`config.mk`:
```
export PLATFORM = sky130hd
export DESIGN_NAME = gauss_line_sched
export DESIGN_NICKNAME = d
export VERILOG_FILES = /design/src/rtl/gauss_line_sched.sv
export SDC_FILE = /design/constraint.sdc
export NUM_CORES = 1
export LEC_CHECK = 0
export CAP_MARGIN = 20
export CORE_MARGIN = 4
export CORE_UTILIZATION = 30
export CTS_BUF_LIST = sky130_fd_sc_hd__clkbuf_4 sky130_fd_sc_hd__clkbuf_8
export DETAILED_ROUTE_END_ITERATION = 6
export GPL_ROUTABILITY_DRIVEN = 0
export PLACE_DENSITY_LB_ADDON = 0.15
export SLEW_MARGIN = 30
export SYNTH_ARGS = -nofsm -noshare
export SYNTH_HDL_FRONTEND = slang
export SYNTH_SLANG_ARGS = --single-unit
```
`constraint.sdc`:
```
create_clock -name clk -period 1.87 [get_ports clk]
set_input_delay 0.374 -clock clk [delete_from_list [all_inputs] [get_ports clk]]
set_output_delay 0.374 -clock clk [all_outputs]
set_load 0.02 [all_outputs]
```
`src/rtl/gauss_line_sched.sv`:
```
// Read scheduler/sequencer for the 3x3 Gaussian line-buffer datapath: prime, stream, flush, done.
// Optional GAUSS_SCHED_STALL_CNT_EN adds a saturating RUN-stall counter output stall_cnt.
module gauss_line_sched #(
    parameter int LINE_W      = 300,
    parameter int FRAME_H     = 300,
    parameter int CW          = 9,
    parameter int PRIME_LINES = 2
) (
    input  logic          clk,
    input  logic          rst,
    input  logic          start,
    input  logic          fifo_empty,
    input  logic          out_ready,
    output logic          rdreq,
    output logic          lb_shift,
    output logic          pad,
    output logic          win_valid,
    output logic [CW-1:0] col,
    output logic [CW-1:0] row,
    output logic          frame_done,
    output logic          busy
`ifdef GAUSS_SCHED_STALL_CNT_EN
    ,
    output logic [15:0]   stall_cnt
`endif
);

    // state  | meaning
    // IDLE   | waiting for start
    // PRIME  | loading the first PRIME_LINES lines, no windows yet
    // RUN    | one read and one window per step, gated by out_ready
    // FLUSH  | padded steps drain the last PRIME_LINES lines
    // DONE   | frame finished, frame_done follows
    typedef enum logic [2:0] {
        S_IDLE,
        S_PRIME,
        S_RUN,
        S_FLUSH,
        S_DONE
    } state_t;

    localparam logic [CW-1:0] C_MAX   = CW'(LINE_W - 1);
    localparam logic [CW-1:0] R_LAST  = CW'(FRAME_H - 1);
    localparam logic [CW-1:0] R_PRIME = CW'(PRIME_LINES - 1);
    localparam logic [CW-1:0] R_OFS   = CW'(FRAME_H);

    state_t        state, state_nxt;
    logic [CW-1:0] c, r, c_nxt, r_nxt;
    logic          step;
    logic          c_last;

    always_comb begin
        state_nxt = state;
        c_nxt     = c;
        r_nxt     = r;
        step      = 1'b0;
        rdreq     = 1'b0;
        c_last    = (c == C_MAX);
        case (state)
            S_IDLE: begin
                if (start) begin
                    state_nxt = S_PRIME;
                    c_nxt     = '0;
                    r_nxt     = '0;
                end
            end
            S_PRIME: begin
                step  = !fifo_empty;
                rdreq = step;
            end
            S_RUN: begin
                step  = !fifo_empty && out_ready;
                rdreq = step;
            end
            S_FLUSH: step = out_ready;
            S_DONE:  state_nxt = S_IDLE;
            default: state_nxt = S_IDLE;
        endcase

        if (step) begin
            if (c_last) begin
                c_nxt = '0;
                r_nxt = r + CW'(1);
            end else begin
                c_nxt = c + CW'(1);
            end
            // r keeps counting across PRIME->RUN; FLUSH restarts it at 0
            if (state == S_PRIME && c_last && r == R_PRIME) state_nxt = S_RUN;
            if (state == S_RUN && c_last && r == R_LAST) begin
                state_nxt = S_FLUSH;
                r_nxt     = '0;
            end
            if (state == S_FLUSH && c_last && r == R_PRIME) state_nxt = S_DONE;
        end
    end

    always_ff @(posedge clk or negedge rst) begin
        if (!rst) begin
            state      <= S_IDLE;
            c          <= '0;
            r          <= '0;
            lb_shift   <= 1'b0;
            pad        <= 1'b0;
            win_valid  <= 1'b0;
            col        <= '0;
            row        <= '0;
            frame_done <= 1'b0;
        end else begin
            state      <= state_nxt;
            c          <= c_nxt;
            r          <= r_nxt;
            lb_shift   <= step;
            pad        <= step && (state == S_FLUSH);
            win_valid  <= step && (state == S_RUN || state == S_FLUSH);
            frame_done <= (state == S_DONE);
            if (step) begin
                col <= c;
                row <= (state == S_FLUSH) ? (r + R_OFS) : r;
            end
        end
    end

    // frame_done lands in IDLE, so keep busy up until the pulse has been seen
    assign busy = (state != S_IDLE) || frame_done;

`ifdef GAUSS_SCHED_STALL_CNT_EN
    always_ff @(posedge clk or negedge rst) begin
        if (!rst) begin
            stall_cnt <= '0;
        end else if (state == S_IDLE && start) begin
            stall_cnt <= '0;
        end else if (state == S_RUN && !rdreq && stall_cnt != 16'hFFFF) begin
            stall_cnt <= stall_cnt + 16'd1;
        end
    end
`endif

endmodule

```
# After elaboration in Yosys (flattened, before gate mapping)
# Index checks and enable logic that the tools add are counted.
# totals
in_bits	5
regBits	43
out_inout_bits	24
# op_classes
add_sub_neg	3
reduce_logical	18
eq_ne	7
muxes	18
# ops
op	n
2-to-1 mux 9 bit	10
adder 9 x 1 -> 9 bit, second input constant	2
equality test 9 bit, second input constant	2
2-to-1 mux 3 bit	5
adder 9 bit, second input constant	1
equality test 9 x 1 -> 1 bit, second input constant	1
logical AND 1 bit	9
equality test 3 x 2 -> 1 bit, second input constant	2
case mux 3 bit (2 select lines)	1
nonzero test 2 bit	2
equality test 3 x 1 -> 1 bit, second input constant	1
equality test 3 bit, second input constant	1
logical NOT 3 bit	1
case mux 1 bit (3 select lines)	1
nonzero test 3 bit	1
OR reduction 3 bit	1
logical OR 1 bit	2
case mux 1 bit (2 select lines)	1
AND reduction 2 bit	1
logical NOT 1 bit	1

# Logic depth before layout (Yosys ltp)
# logic_depth
ltp_word	7
mapped_depth	8
depth_no_buf	7

# Worst setup path after synthesis
# OpenSTA, ideal clock, no wires.
# synth_timing
path_kind	register -> register
from	reg c[0]
to	reg c[7]
t_arrival_ps	1848
setup_ps	77
synth_period_minus_slack_ps	1924
required_ps	1793
stages_incl_launch_ff	8
setup_slack_ps	-54
path_cell_list	dfrtp_1 > ha_1 > and4bb_1 > and2_4 > buf_6 > or3_4 > or3_1 > o21ai_1
# synth_via
elab_chain_cells	3
elab_cells_between_ends	4
cone_classes	1 x add/sub; 1 x eq/ne; 2 x mux
# synth_rtl
item	line	rtl
start: declaration	48	logic [CW-1:0] c, r, c_nxt, r_nxt;
start signal: assignment	110	c <= c_nxt;
adder 9 x 1 -> 9 bit or equality test 9 bit (tied branches)	85, 58	
2-to-1 mux 9 bit *	81	if (c_last) begin
2-to-1 mux 9 bit *	80	if (step) begin
# Every way passes the cells marked *; elsewhere a longest branch is shown, timed or not.
# A chain may end at the register's enable or synchronous reset.

# Final worst setup path
# Same ends and word-level chain as after synthesis.

==> summary.md <==
| Metric | Value |
|---|---|
| Share of post-route cells with drive strength above 1 | `0.2617` |
| Setup WS pre-CTS | `-0.4876 ns` |
| CP Capture Type | `flop` |
| Clock buffer depth | `2` |
| Vias in the first global route | `1,972` |
| Simple-gate area share of the yosys netlist | `0.2601` |
| Most common cell in the netlist | `nand2_1` |
| CTS sink cnt | `43` |
| Antenna violations before repair | `0` |
| Netlist Area Pre-Place | `about 0.0023 sq mm` |
| Chip Width | `approximately 95 um` |
| Antenna viol nets, final | `0` |
| Number of flops mapped to enable cells by yosys | `0` |
| Maximum fanout along the worst path | `4` |
| Internal power | `~1.7 mW` |
| Outcome | `completed` |
| TritonRoute pass-1 iters | `4` |
| Fin nets | `about 330` |
| #FFs+latches synth | `43` |
| Clock Skew | `about 0.012 ns` |
| Finished Cell Area | `approximately 0.0032 sq mm` |
| Max-cap violation count | `0` |
| Seq pwr share | `0.456` |
| Largest family of logic cells by synthesized area | `simple AND/OR/NAND/NOR gates` |
| Synth area leader | `dfrtp_1` |
| Synth unique cells | `45` |
| Remaining Overflow, GRT | `0` |
| Post-layout util | `0.4401` |
| Slowest stage cell on the critical path | `dfrtp_1` |
| Commonest cells post-synth | `nand2_1 (55), dfrtp_1 (43), o21ai_0 (23)` |
| Mapped Cells | `roughly 250` |
| RSZ-0062 raised after global routing | `yes` |
| Leak pwr | `approximately 1.4 nW` |
| Fill cells | `about 770` |
| Worst Setup Start Kind | `flop` |
| Final count of negative-setup-slack endpoints | `0` |
| Final-report max-slew violation count | `0` |
| Xor-xnor portion of the synthesized cell area | `0.03479` |
| Synth area leaders | `dfrtp_1 (47%), nand2_1 (9.1%), o21ai_0 (5.1%), ha_1 (3.9%), xor2_1 (2.3%)` |
| CTS tree | `yes` |
| Starting Density | `0.3107` |
| Clk root buf | `clkbuf_8` |
| Main flop type after synthesis | `dfrtp_1` |
| Worst hold path class | `in2async` |
| Synthesized Nets | `258` |
| Data arrival, critical path | `slightly above 2 ns` |
| Dpl hpwl | `approximately 4100 um` |
| Wirelength, routed | `~5700 um` |
| Area of the multi-input gates | `about 0.0012 sq mm` |
| Largest net degree at the start of global routing | `44` |
| Total CTS buffers | `5` |
| Clock share of power | `0.288` |
| Worst-Skew Late Latency | `about 0.30 ns` |
| H-tree depth | `2` |
| Vias/cell | `4.819` |
| Reg clk slew, reported paths | `approximately 0.080 ns` |
| Crit-path cells | `ha_4, and4bb_2, and2_4, or3_4, or3_1, o21ai_1` |
| Power per standard cell area | `between 700 and 800 mW/mm^2` |
| Placed Area | `0.002955 sq mm` |
| Wire length per cell | `roughly 14 um` |
| Hold Vio Cnt, Final | `0` |
| Ports | `29` |
| Worst Slack Setup Final | `between 0.06 and 0.07 ns` |
| Synth Area in Compound Gates | `0.1458` |
| Sequential area share after synthesis | `0.4749` |
| Area grow syn2layout | `41.63%` |
| Via Count | `between 2,000 and 2,500` |
| Crit Path Class | `reg2reg` |
| Cell row count | `31` |
| Switching fraction of total power | `0.2892` |
| R2r setup slk | `~0.060 ns` |
| Fin crit share | `0.9679` |
| # diodes | `0` |
| Worst slew pin tran | `around 0.57 ns` |
| Req. time, crit path | `~2.1 ns` |
| Final TNS setup | `0 ns` |
| DIE AREA | `between 0.009 and 0.01 sq mm` |
| Total track usage | `0.1388` |
| Storage cell area | `between 0.001 and 0.0015 sq mm` |
| Pwr Total | `approximately 2.3 mW` |
| Max IR drop VDD | `roughly 0.27 mV` |
| Clock period minus final worst setup slack | `~1.8 ns` |
| Post-synthesis mux area share | `0.004970` |
| Ys async rst share | `1.000` |
| Sw power | `0.6755 mW` |
| Synth top area share | `0.4749` |
| Initial drt markers | `70` |
| Syn_area_per_cell | `9.211 sq um` |
| Synth Area in Adders | `0.03865` |
| Synth warn | `0` |
| Die Y | `94.91 um` |
| Post-route DRC | `0` |
| Max_slew headroom | `0.6227` |
| Slowest Stage Delay on Critical Path | `~0.42 ns` |
| PortBufs | `28` |
| First-pass GRT wire length | `9666 um` |
| Combinational share of power | `0.256` |
| Core area | `approximately 0.0073 sq mm` |
| Fmax achieved | `approximately 550 MHz` |
-- worst paths after layout --
path | startpoint | cells past startpoint | endpoint
hold reg to reg | col[6] | 2 | col[6]
min in group clk | out_ready | 4 | win_valid
max in group asynchronous | rst | 2 | col[7]
setup / recovery | c[0] | 6 | c[7]
setup reg to reg | c[0] | 6 | c[7]
hold / removal | rst | 2 | r[3]
-- metal layers --
| metal | vias to the layer above | global-route usage | part of all wire |
|---|---|---|---|
| met5 | - | 0 | 0 |
| met4 | 0 | 0.05048 | 0.015 |
| met3 | 7 | 0.02869 | 0.042 |
| met2 | 41 | 0.2243 | 0.47 |
| met1 | 960 | 0.1830 | 0.47 |
| li1 | 1016 | - | - |
-- stage by stage --
stage | instances | hold slack [ns]
4_1_cts | 415 | 0.1735
2_1_floorplan | 246 | 0.07841
3_3_place_gp | 406 | 0.4567
3_5_place_dp | 406 | 0.4618
6_report | 420 | 0.1451
5_1_grt | 420 | 0.2032
-- flip-flops by register name (all words and copies together), names as in the netlist --
register and flops:
row 9, r 9, state 3, col 9, win_valid 1, c 9, frame_done 1, lb_shift 1
pad 1
-- what timing repair did --
| action | 4_1_cts | 5_1_grt |
|---|---|---|
| buffers inserted | 1 | 5 |
| pin swaps | 1 | 8 |
| hold endpoints to repair | 0 | 0 |
| gates resized for setup | 12 | 20 |
| hold buffers | 0 | 0 |
| endpoints found under the setup margin | 6 | 22 |
-- placed cells by master (no fill, tap or decap), types with 6 or more instances in the layout --
master and n:
and3_1 6, a21oi_1 6, nor2_1 8, dfrtp_1 43, xor2_1 6, nand2_1 54, clkbuf_8 7, inv_1 6
buf_4 51, o21ai_0 22, nor3_1 6, clkdlybuf4s50_1 24
-- final cells by class --
type                    count  share of cell area
inverters                   8            0.009357
well taps                  99             0.03860
multi-input cells         183              0.3770
repair buffers             79              0.2074
clock buffers               8             0.03236
flip-flops and latches     43              0.3353
-- worst max-delay path, delay by kind of cell (launching register included) --
kind / cells / cell delay (ns)
and+or+nand+nor: 4 / 1.07
AOI/OAI and AO/OA: 1 / 0.08
DFF: 1 / 0.42
adders and majority gates: 1 / 0.17
-- logic make-up (layout without fill, tap and decap cells) --
family | count (synthesis) | count (layout)
and+or+nand+nor | 116 | 116
AOI/OAI and AO/OA | 50 | 50
DFF | 43 | 43
buffers and inverters | 20 | 95
xor gates and xnor gates | 9 | 9
adders and majority gates | 7 | 7
muxes | 1 | 1
-- power groups by stage --
| stage | combinational, mW | sequential [mW] | clock [mW] |
|---|---|---|---|
| 2_1_floorplan | 0.210 | 1.15 | 0 |
| 3_3_place_gp | 0.572 | 1.08 | 0 |
| 3_5_place_dp | 0.573 | 1.08 | 0 |
| 4_1_cts | 0.579 | 1.06 | 0.697 |
| 5_1_grt | 0.664 | 1.08 | 0.736 |
| 6_report | 0.599 | 1.06 | 0.672 |
No activity file was read; power rests on OpenSTA's default activity.
